--- config.mk ---
export PLATFORM = sky130hd
export DESIGN_NAME = debouncer
export DESIGN_NICKNAME = d
export VERILOG_FILES = /design/src/rtl/debouncer_pkg.sv /design/src/rtl/edge_detector.sv /design/src/rtl/debouncer.sv
export SDC_FILE = /design/constraint.sdc
export NUM_CORES = 1
export LEC_CHECK = 0
export ABC_AREA = 0
export ABC_CLOCK_PERIOD_IN_PS = 1800
export BUFFER_PORTS_ARGS = -buffer_cell sky130_fd_sc_hd__buf_2
export CAP_MARGIN = 25
export CORE_UTILIZATION = 53
export CTS_BUF_LIST = sky130_fd_sc_hd__clkbuf_16
export DETAILED_ROUTE_END_ITERATION = 10
export GPL_ROUTABILITY_DRIVEN = 0
export PLACE_DENSITY_LB_ADDON = 0.1
export SLEW_MARGIN = 20
export SYNTH_ARGS = -nofsm -noshare
export SYNTH_HDL_FRONTEND = slang
export SYNTH_HIERARCHICAL = 1
export SYNTH_SLANG_ARGS = --single-unit
--- constraint.sdc ---
create_clock -name clk -period 1.8 [get_ports clk]
set_clock_uncertainty 0.15 [all_clocks]
set_input_delay 0.54 -clock clk [delete_from_list [all_inputs] [get_ports clk]]
set_output_delay 0.54 -clock clk [all_outputs]
set_load 0.02 [all_outputs]
--- src/rtl/debouncer_pkg.sv ---
// Shared helpers for the debouncer slice: counter width sizing.
package debouncer_pkg;

  // Bits needed to hold 0 .. count-1, never less than one bit.
  function automatic int unsigned cnt_width(input int unsigned count);
    return (count <= 1) ? 1 : $clog2(count);
  endfunction

endpackage

--- src/rtl/edge_detector.sv ---
// Rising-edge detector: registers a level vector and flags 0->1 transitions
// combinationally in the same cycle the level rises.
module edge_detector #(
  parameter int unsigned WIDTH = 1
) (
  input  logic             clk,
  input  logic             rst,
  input  logic [WIDTH-1:0] level_i,
  output logic [WIDTH-1:0] rise_o
);

  logic [WIDTH-1:0] prev_q, prev_d;

  // Next-state of the history register is simply the current level.
  always_comb begin
    prev_d = level_i;
  end

  // Previous-level register.
  always_ff @(posedge clk or posedge rst) begin
    if (rst) begin
      prev_q <= '0;
    end else begin
      prev_q <= prev_d;
    end
  end

  assign rise_o = level_i & ~prev_q;

endmodule

--- src/rtl/debouncer.sv ---
// Per-bit button debouncer. A shared sample counter produces a tick every
// SAMPLE_CNT_MAX cycles; each bit needs PULSE_CNT_MAX consecutive high ticks
// (with no low cycle in between) before its debounced level asserts.
module debouncer
  import debouncer_pkg::*;
#(
  parameter int unsigned WIDTH          = 1,
  parameter int unsigned SAMPLE_CNT_MAX = 62500,
  parameter int unsigned PULSE_CNT_MAX  = 200
) (
  input  logic             clk,
  input  logic             rst,
  input  logic [WIDTH-1:0] glitchy_signal,
  output logic [WIDTH-1:0] debounced_signal,
  output logic [WIDTH-1:0] rising_pulse
);

  localparam int unsigned SampleW = cnt_width(SAMPLE_CNT_MAX);
  localparam int unsigned PulseW  = cnt_width(PULSE_CNT_MAX + 1);

  localparam logic [SampleW-1:0] SampleLast = SampleW'(SAMPLE_CNT_MAX - 1);
  localparam logic [PulseW-1:0]  PulseMax   = PulseW'(PULSE_CNT_MAX);

  logic [SampleW-1:0] sample_cnt_q, sample_cnt_d;
  logic               sample_tick;

  // Tick on the last count of the window, then wrap; with a window of one
  // the count stays at zero and the tick is permanently high.
  always_comb begin
    sample_tick  = (sample_cnt_q == SampleLast);
    sample_cnt_d = sample_tick ? '0 : sample_cnt_q + SampleW'(1);
  end

  // Shared sample counter.
  always_ff @(posedge clk or posedge rst) begin
    if (rst) begin
      sample_cnt_q <= '0;
    end else begin
      sample_cnt_q <= sample_cnt_d;
    end
  end

  for (genvar i = 0; i < WIDTH; i++) begin : g_bit
    logic [PulseW-1:0] cnt_q, cnt_d;

    // Any low cycle clears, even on a tick; high ticks count up to saturation.
    always_comb begin
      cnt_d = cnt_q;
      if (!glitchy_signal[i]) begin
        cnt_d = '0;
      end else if (sample_tick && (cnt_q != PulseMax)) begin
        cnt_d = cnt_q + PulseW'(1);
      end
    end

    // Per-bit saturating qualification counter.
    always_ff @(posedge clk or posedge rst) begin
      if (rst) begin
        cnt_q <= '0;
      end else begin
        cnt_q <= cnt_d;
      end
    end

    assign debounced_signal[i] = (cnt_q == PulseMax);
  end

  edge_detector #(
    .WIDTH(WIDTH)
  ) u_edge_detector (
    .clk    (clk),
    .rst    (rst),
    .level_i(debounced_signal),
    .rise_o (rising_pulse)
  );

endmodule

Word-level counts from Yosys, hierarchy flattened
Index checks and enable logic that the tools add are counted.
Widths: inputs -> output; s select.
{ "classes": {"addsub": 2, "n_eq_ne": 4, "muxes": 3, "bitwise": 2, "n_reduce_logical": 1} }
{ "op_table": {"columns": ["operator", "n"], "rows": [
  ["$add 16x1->16 const B", 1],
  ["$eq 16x16->1 const B", 1],
  ["$mux 16", 1],
  ["$mux 8", 2],
  ["$add 8x1->8 const B", 1],
  ["$eq 8x8->1 const B", 1],
  ["$ne 8x8->1 const B", 1],
  ["$ne 2x1->1 const B", 1],
  ["$and 1x1->1", 1],
  ["$logic_and 1x1->1", 1],
  ["$not 1->1", 1]
]} }
{ "word_totals": {"reg_bits": 25, "output_inout_bits": 2, "word_cells": 15} }

Depth between registers and ports, before layout
{ "logic_depth": {"depth_word": 4, "ltp_mapped": 6} }

By module
The synthesis kept the hierarchy.
{ "modules_own_cells": {"columns": ["module", "n_inst", "cells_each", "area_each_um2", "seq_area_each_um2"], "rows": [
  ["debouncer", 1, 122, 1248.7, 600.6],
  ["edge_detector", 1, 3, 42.5, 25.0]
]} }

Least setup slack after synthesis
OpenSTA, ideal clock, no wires.
{ "synth_timing": {"path_kind": "flip-flop to output port", "start": "register g_bit[0].cnt_q[0]", "end": "output rising_pulse", "arrival_ns": 1.748, "required_ns": 1.110, "setup_slack_ns": -0.638, "path_stages_with_launch": 6, "n_path_buf": 0, "path_cell_list": "dfrtp_1 > inv_1 > ha_1 > nand4b_1 > nor4b_2 > nor2b_4"} }
{ "synth_via": {"elab_chain_cells": 2} }
{ "synth_rtl": {"columns": ["element", "line", "source"], "rows": [
  ["start, declared", "debouncer.sv:44", "logic [PulseW-1:0] cnt_q, cnt_d;"],
  ["start signal, assigned", "debouncer.sv:61", "cnt_q <= cnt_d;"],
  ["$eq 8x8->1", "debouncer.sv:65", "assign debounced_signal[i] = (cnt_q == PulseMax);"],
  ["net debounced_signal", "debouncer.sv:14", "output logic [WIDTH-1:0] debounced_signal,"],
  ["$and 1x1->1", "edge_detector.sv:28", "assign rise_o = level_i & ~prev_q;"],
  ["end, declared", "debouncer.sv:15", "output logic [WIDTH-1:0] rising_pulse"]
]} }
The timed path passes the listed nets, and every way through them passes these cells.

Final worst setup path
{ "layout_timing": {"start": "register g_bit[0].cnt_q[0]", "end": "output rising_pulse"} }
{ "layout_via": {"elab_chain_cells": 2} }
{ "layout_rtl": {"columns": ["element", "line"], "rows": [
  ["$eq 8x8->1", "debouncer.sv:65"],
  ["$and 1x1->1", "edge_detector.sv:28"]
]} }
No other way between the ends.

==> qor_table.md <==
| Result | Reported |
|---|---|
| Synth Warn # | 6 |
| Final Max Slew Viols | 0 |
| Slowest cell on the critical path | sky130_fd_sc_hd__dfrtp_1 |
| Wire length of the first global-routing pass | 5400 um |
| Critical path, cell by cell | inv_1 > ha_1 > nand4b_1 > nor4b_4 > nor2b_4 > buf_6 |
| Clock tree from TritonCTS | built |
| Maximum clock insertion buffer count | 2 |
| Launch point of the worst hold path | glitchy_signal |
| M1 wire length | 1540 um |
| Worst vdd ir | 0.635 mV |
| Detailed-routed wire length on met2 | 1880 um |
| Share of the core filled with cells in the final layout | 0.833 |
| Type of element launching the critical path | register |
| CTS Buf Count | 3 |
| RR Endpoint | g_bit[0].cnt_q[2] |
| Fill cell total of the finished layout | 119 |
| Final count of negative-setup-slack endpoints | 9 |
| Gate count of the mapped netlist | 125 |
| WHS | 422 ps |
| Number of failing hold endpoints at the final stage | 0 |
| Total area of multi-input combinational cells | 746 um2 |
| Detailed Route Iter0 Violations | 40 |
| Worst reg2reg startpoint | g_bit[0].cnt_q[0] |
| Share of synthesized registers carrying an async set or reset | 1.00 |
| Drt total wl | 3650 um |
| Area of the placeable core | 2250 um2 |
| Maximum number of pins on one net before global-route repair | 25 |
| Buffers and inverters on the worst path | 2 |
| RSZ-0062 raised after global routing | yes |
| Post-placement setup slack | -231 ps |
| Highest routing layer actually used | met4 |
| Data required time at the worst endpoint | 1110 ps |
| Initial DRT Pass Iterations | 4 |
| Post-route non-filler standard cell count | 199 |
| Sequential share of the synthesized area | 0.484 |
| Power consumption | 1.07 mW |
| Flip-flop and latch area | 626 um2 |
| Number of maximum-capacitance constraint violations | 0 |
| Slew of the pin with the lowest slew margin | 348 ps |
| Met3 wire len | 145 um |
| Antenna cell count | 0 |
| Input/output buffers | 4 |
| Total number of vias | 1,222 |
| Final critical delay including setup and external delays | 2290 ps |
| Post-synthesis average cell area | 10.3 um2 |
| Synthesized netlist net count | 131 |
| Clk root buf | sky130_fd_sc_hd__clkbuf_16 |
| Static power due to leakage | 0.823 nW |
| Wire length per cell after detailed routing | 18.3 um |
| Worst min path class | in2reg |
| Summed instance area of the synthesized netlist | 1290 um2 |
| Number of flops mapped to enable cells by yosys | 0 |
| Overall routing resource usage | 0.287 |
| Site Rows | 17 |
| Die span in y | 51.4 um |
| Largest driver fanout on the critical path | 2 |
| Synthesis-stage register bit count | 25 |
| Number of global-route vias before repair | 1,154 |
| Number of antenna-violating nets in the routed design | 0 |
| Number of placed I/O pins | 5 |
| Tightest slew margin relative to the limit | 0.766 |
| Full die area | 2640 um2 |
| Worst Setup Slack, final | -494 ps |
| GR Overflow Total | 0 |
| Distinct cell type count after synthesis | 31 |
| Critical setup path kind | reg2out |
| Largest delay share family, worst path | simple AND/OR/NAND/NOR gates |
| Post-DP HPWL | 2150 um |
| Insertion delay of the later-clocked pin in the worst-skew pair | 260 ps |
| Placed standard-cell area | 1570 um2 |
| # H-tree levels | 1 |
| Top achievable clock speed | 436 MHz |
| Power per unit of standard cell area | 568 nW/um2 |
| Most frequent cells after synthesis | 25 x sky130_fd_sc_hd__dfrtp_1, 11 x sky130_fd_sc_hd__nand3_1, 9 x sky130_fd_sc_hd__nand2_1, 9 x sky130_fd_sc_hd__xnor2_1, 8 x sky130_fd_sc_hd__nor2_1 |
| Cell taking the most area after synthesis | sky130_fd_sc_hd__dfrtp_1 |
| Final sum of negative setup slack | -1470 ps |
| Leading post-synthesis cells by cell area | sky130_fd_sc_hd__dfrtp_1 48%, sky130_fd_sc_hd__xnor2_1 6.1%, sky130_fd_sc_hd__nand3_1 4.3% |
| Total number of clock tree sinks | 25 |
| Delay contributed by the slowest stage of the critical path | 380 ps |
| Outcome | finished, violations left |
| Share of the synthesized area in the top cell type | 0.484 |
| Most used standard cell by instance count after synthesis | sky130_fd_sc_hd__dfrtp_1 |
| Number of cells traversed by the worst register-to-register path | 8 |
| Sort of element at the end of the critical path | output port |
| Area growth, synth to finish | 45.4% |
| Initial core utilization | 0.573 |
| Number of cells after detailed placement | 182 |
| Hold Path Sink | g_bit[0].cnt_q[6] |
| Clock transition at the register clock pins on the worst setup and hold paths after CTS | 60 ps |
| Arrival time at the worst endpoint | 1600 ps |
| Antenna violations before repair | 0 |
| Residual DRC | 0 |
| Layout net count | 178 |
| Vias/cell | 6.14 |
| Overall die width | 51.4 um |
| Slack of the worst reg-to-reg path | -130 ps |
| Ratio of cells with drive above 1 in the final layout | 0.392 |
| Period Utilization, post-route | 1.27 |
| Post-route design area | 1880 um2 |
| Violated checks | setup timing |
| Hold path depth | 2 |
| Dominant synthesized flop cell | sky130_fd_sc_hd__dfrtp_1 |
where the power goes:
group	total [mW]	internal [mW]	leakage [nW]	switching, mW
combinational	0.0225	0.00508	0.446	0.0174
sequential	0.562	0.562	0.335	0.000000000000000272
clock	0.482	0.297	0.0423	0.185
total	1.07	0.864	0.823	0.203
timing repair:
item | CTS | global route
cloned | 1 | 0
gates resized for setup | 9 | 17
hold endpoints to repair | 1 | 0
hold buffers | 1 | 0
endpoints found under the setup margin | 11 | 12
pin swaps | 11 | 7
setup buffers | 8 | 4
layout by cell type (no fill, tap or decap), types with 3 or more instances in the layout:
cell type,Yosys,layout
sky130_fd_sc_hd__buf_6,0,8
sky130_fd_sc_hd__inv_1,6,7
sky130_fd_sc_hd__nor2_1,8,8
sky130_fd_sc_hd__nand3_1,11,9
sky130_fd_sc_hd__or4_1,5,3
sky130_fd_sc_hd__xnor2_1,9,9
sky130_fd_sc_hd__o31ai_1,3,3
sky130_fd_sc_hd__dfrtp_1,25,25
sky130_fd_sc_hd__nand2_1,9,9
sky130_fd_sc_hd__clkbuf_16,0,3
sky130_fd_sc_hd__buf_4,0,32
sky130_fd_sc_hd__nor4b_4,2,3
sky130_fd_sc_hd__o21ai_0,5,3
sky130_fd_sc_hd__xor2_1,3,3
sky130_fd_sc_hd__a21oi_1,6,4
sky130_fd_sc_hd__nand4_1,5,5
routing by layer:
metal,global-route usage,vias up
li1,-,558
met1,0.348,608
met2,0.502,44
met3,0.0506,12
met4,0.104,0
met5,0,-
worst max path at each step:
stage                        to               from  slack, ps  cells after the start
2_1_floorplan      rising_pulse  g_bit[0].cnt_q[0]       -440                      5
3_3_place_gp   debounced_signal  g_bit[0].cnt_q[0]       -180                      6
3_5_place_dp   debounced_signal  g_bit[0].cnt_q[0]       -230                      6
4_1_cts            rising_pulse  g_bit[0].cnt_q[0]       -420                      6
5_1_grt            rising_pulse  g_bit[0].cnt_q[0]       -560                      6
6_report           rising_pulse  g_bit[0].cnt_q[0]       -490                      6
cell type report:
type,instances,area share
sequential,25,0.333
timing repair buffer,44,0.197
clock buffer,3,0.0400
clock inverter,1,0.00200
tap,28,0.0187
inverter,6,0.0120
multi-input combinational,92,0.397
kinds of logic after synthesis:
group | after synthesis | synth area share
simple gates | 58 | 0.294
xor+xnor | 12 | 0.0814
compound gates | 18 | 0.0843
fa+ha+maj | 3 | 0.0291
buf+inv | 9 | 0.0271
flops | 25 | 0.484
flip-flops by register name, indices dropped and copies added (netlist names):
signal / flops
u_edge_detector/prev_q: 1
g_bit.cnt_q: 8
sample_cnt_q: 16
worst reg2reg max path: stages (launching register included):
cell,delay [ps]
sky130_fd_sc_hd__dfrtp_1,350
sky130_fd_sc_hd__inv_1,60
sky130_fd_sc_hd__ha_1,200
sky130_fd_sc_hd__nand4b_1,140
sky130_fd_sc_hd__nor4b_4,60
sky130_fd_sc_hd__buf_4,140
sky130_fd_sc_hd__buf_6,120
sky130_fd_sc_hd__or4_1,490
sky130_fd_sc_hd__a21oi_1,140
(Power assumes the default switching activity.)
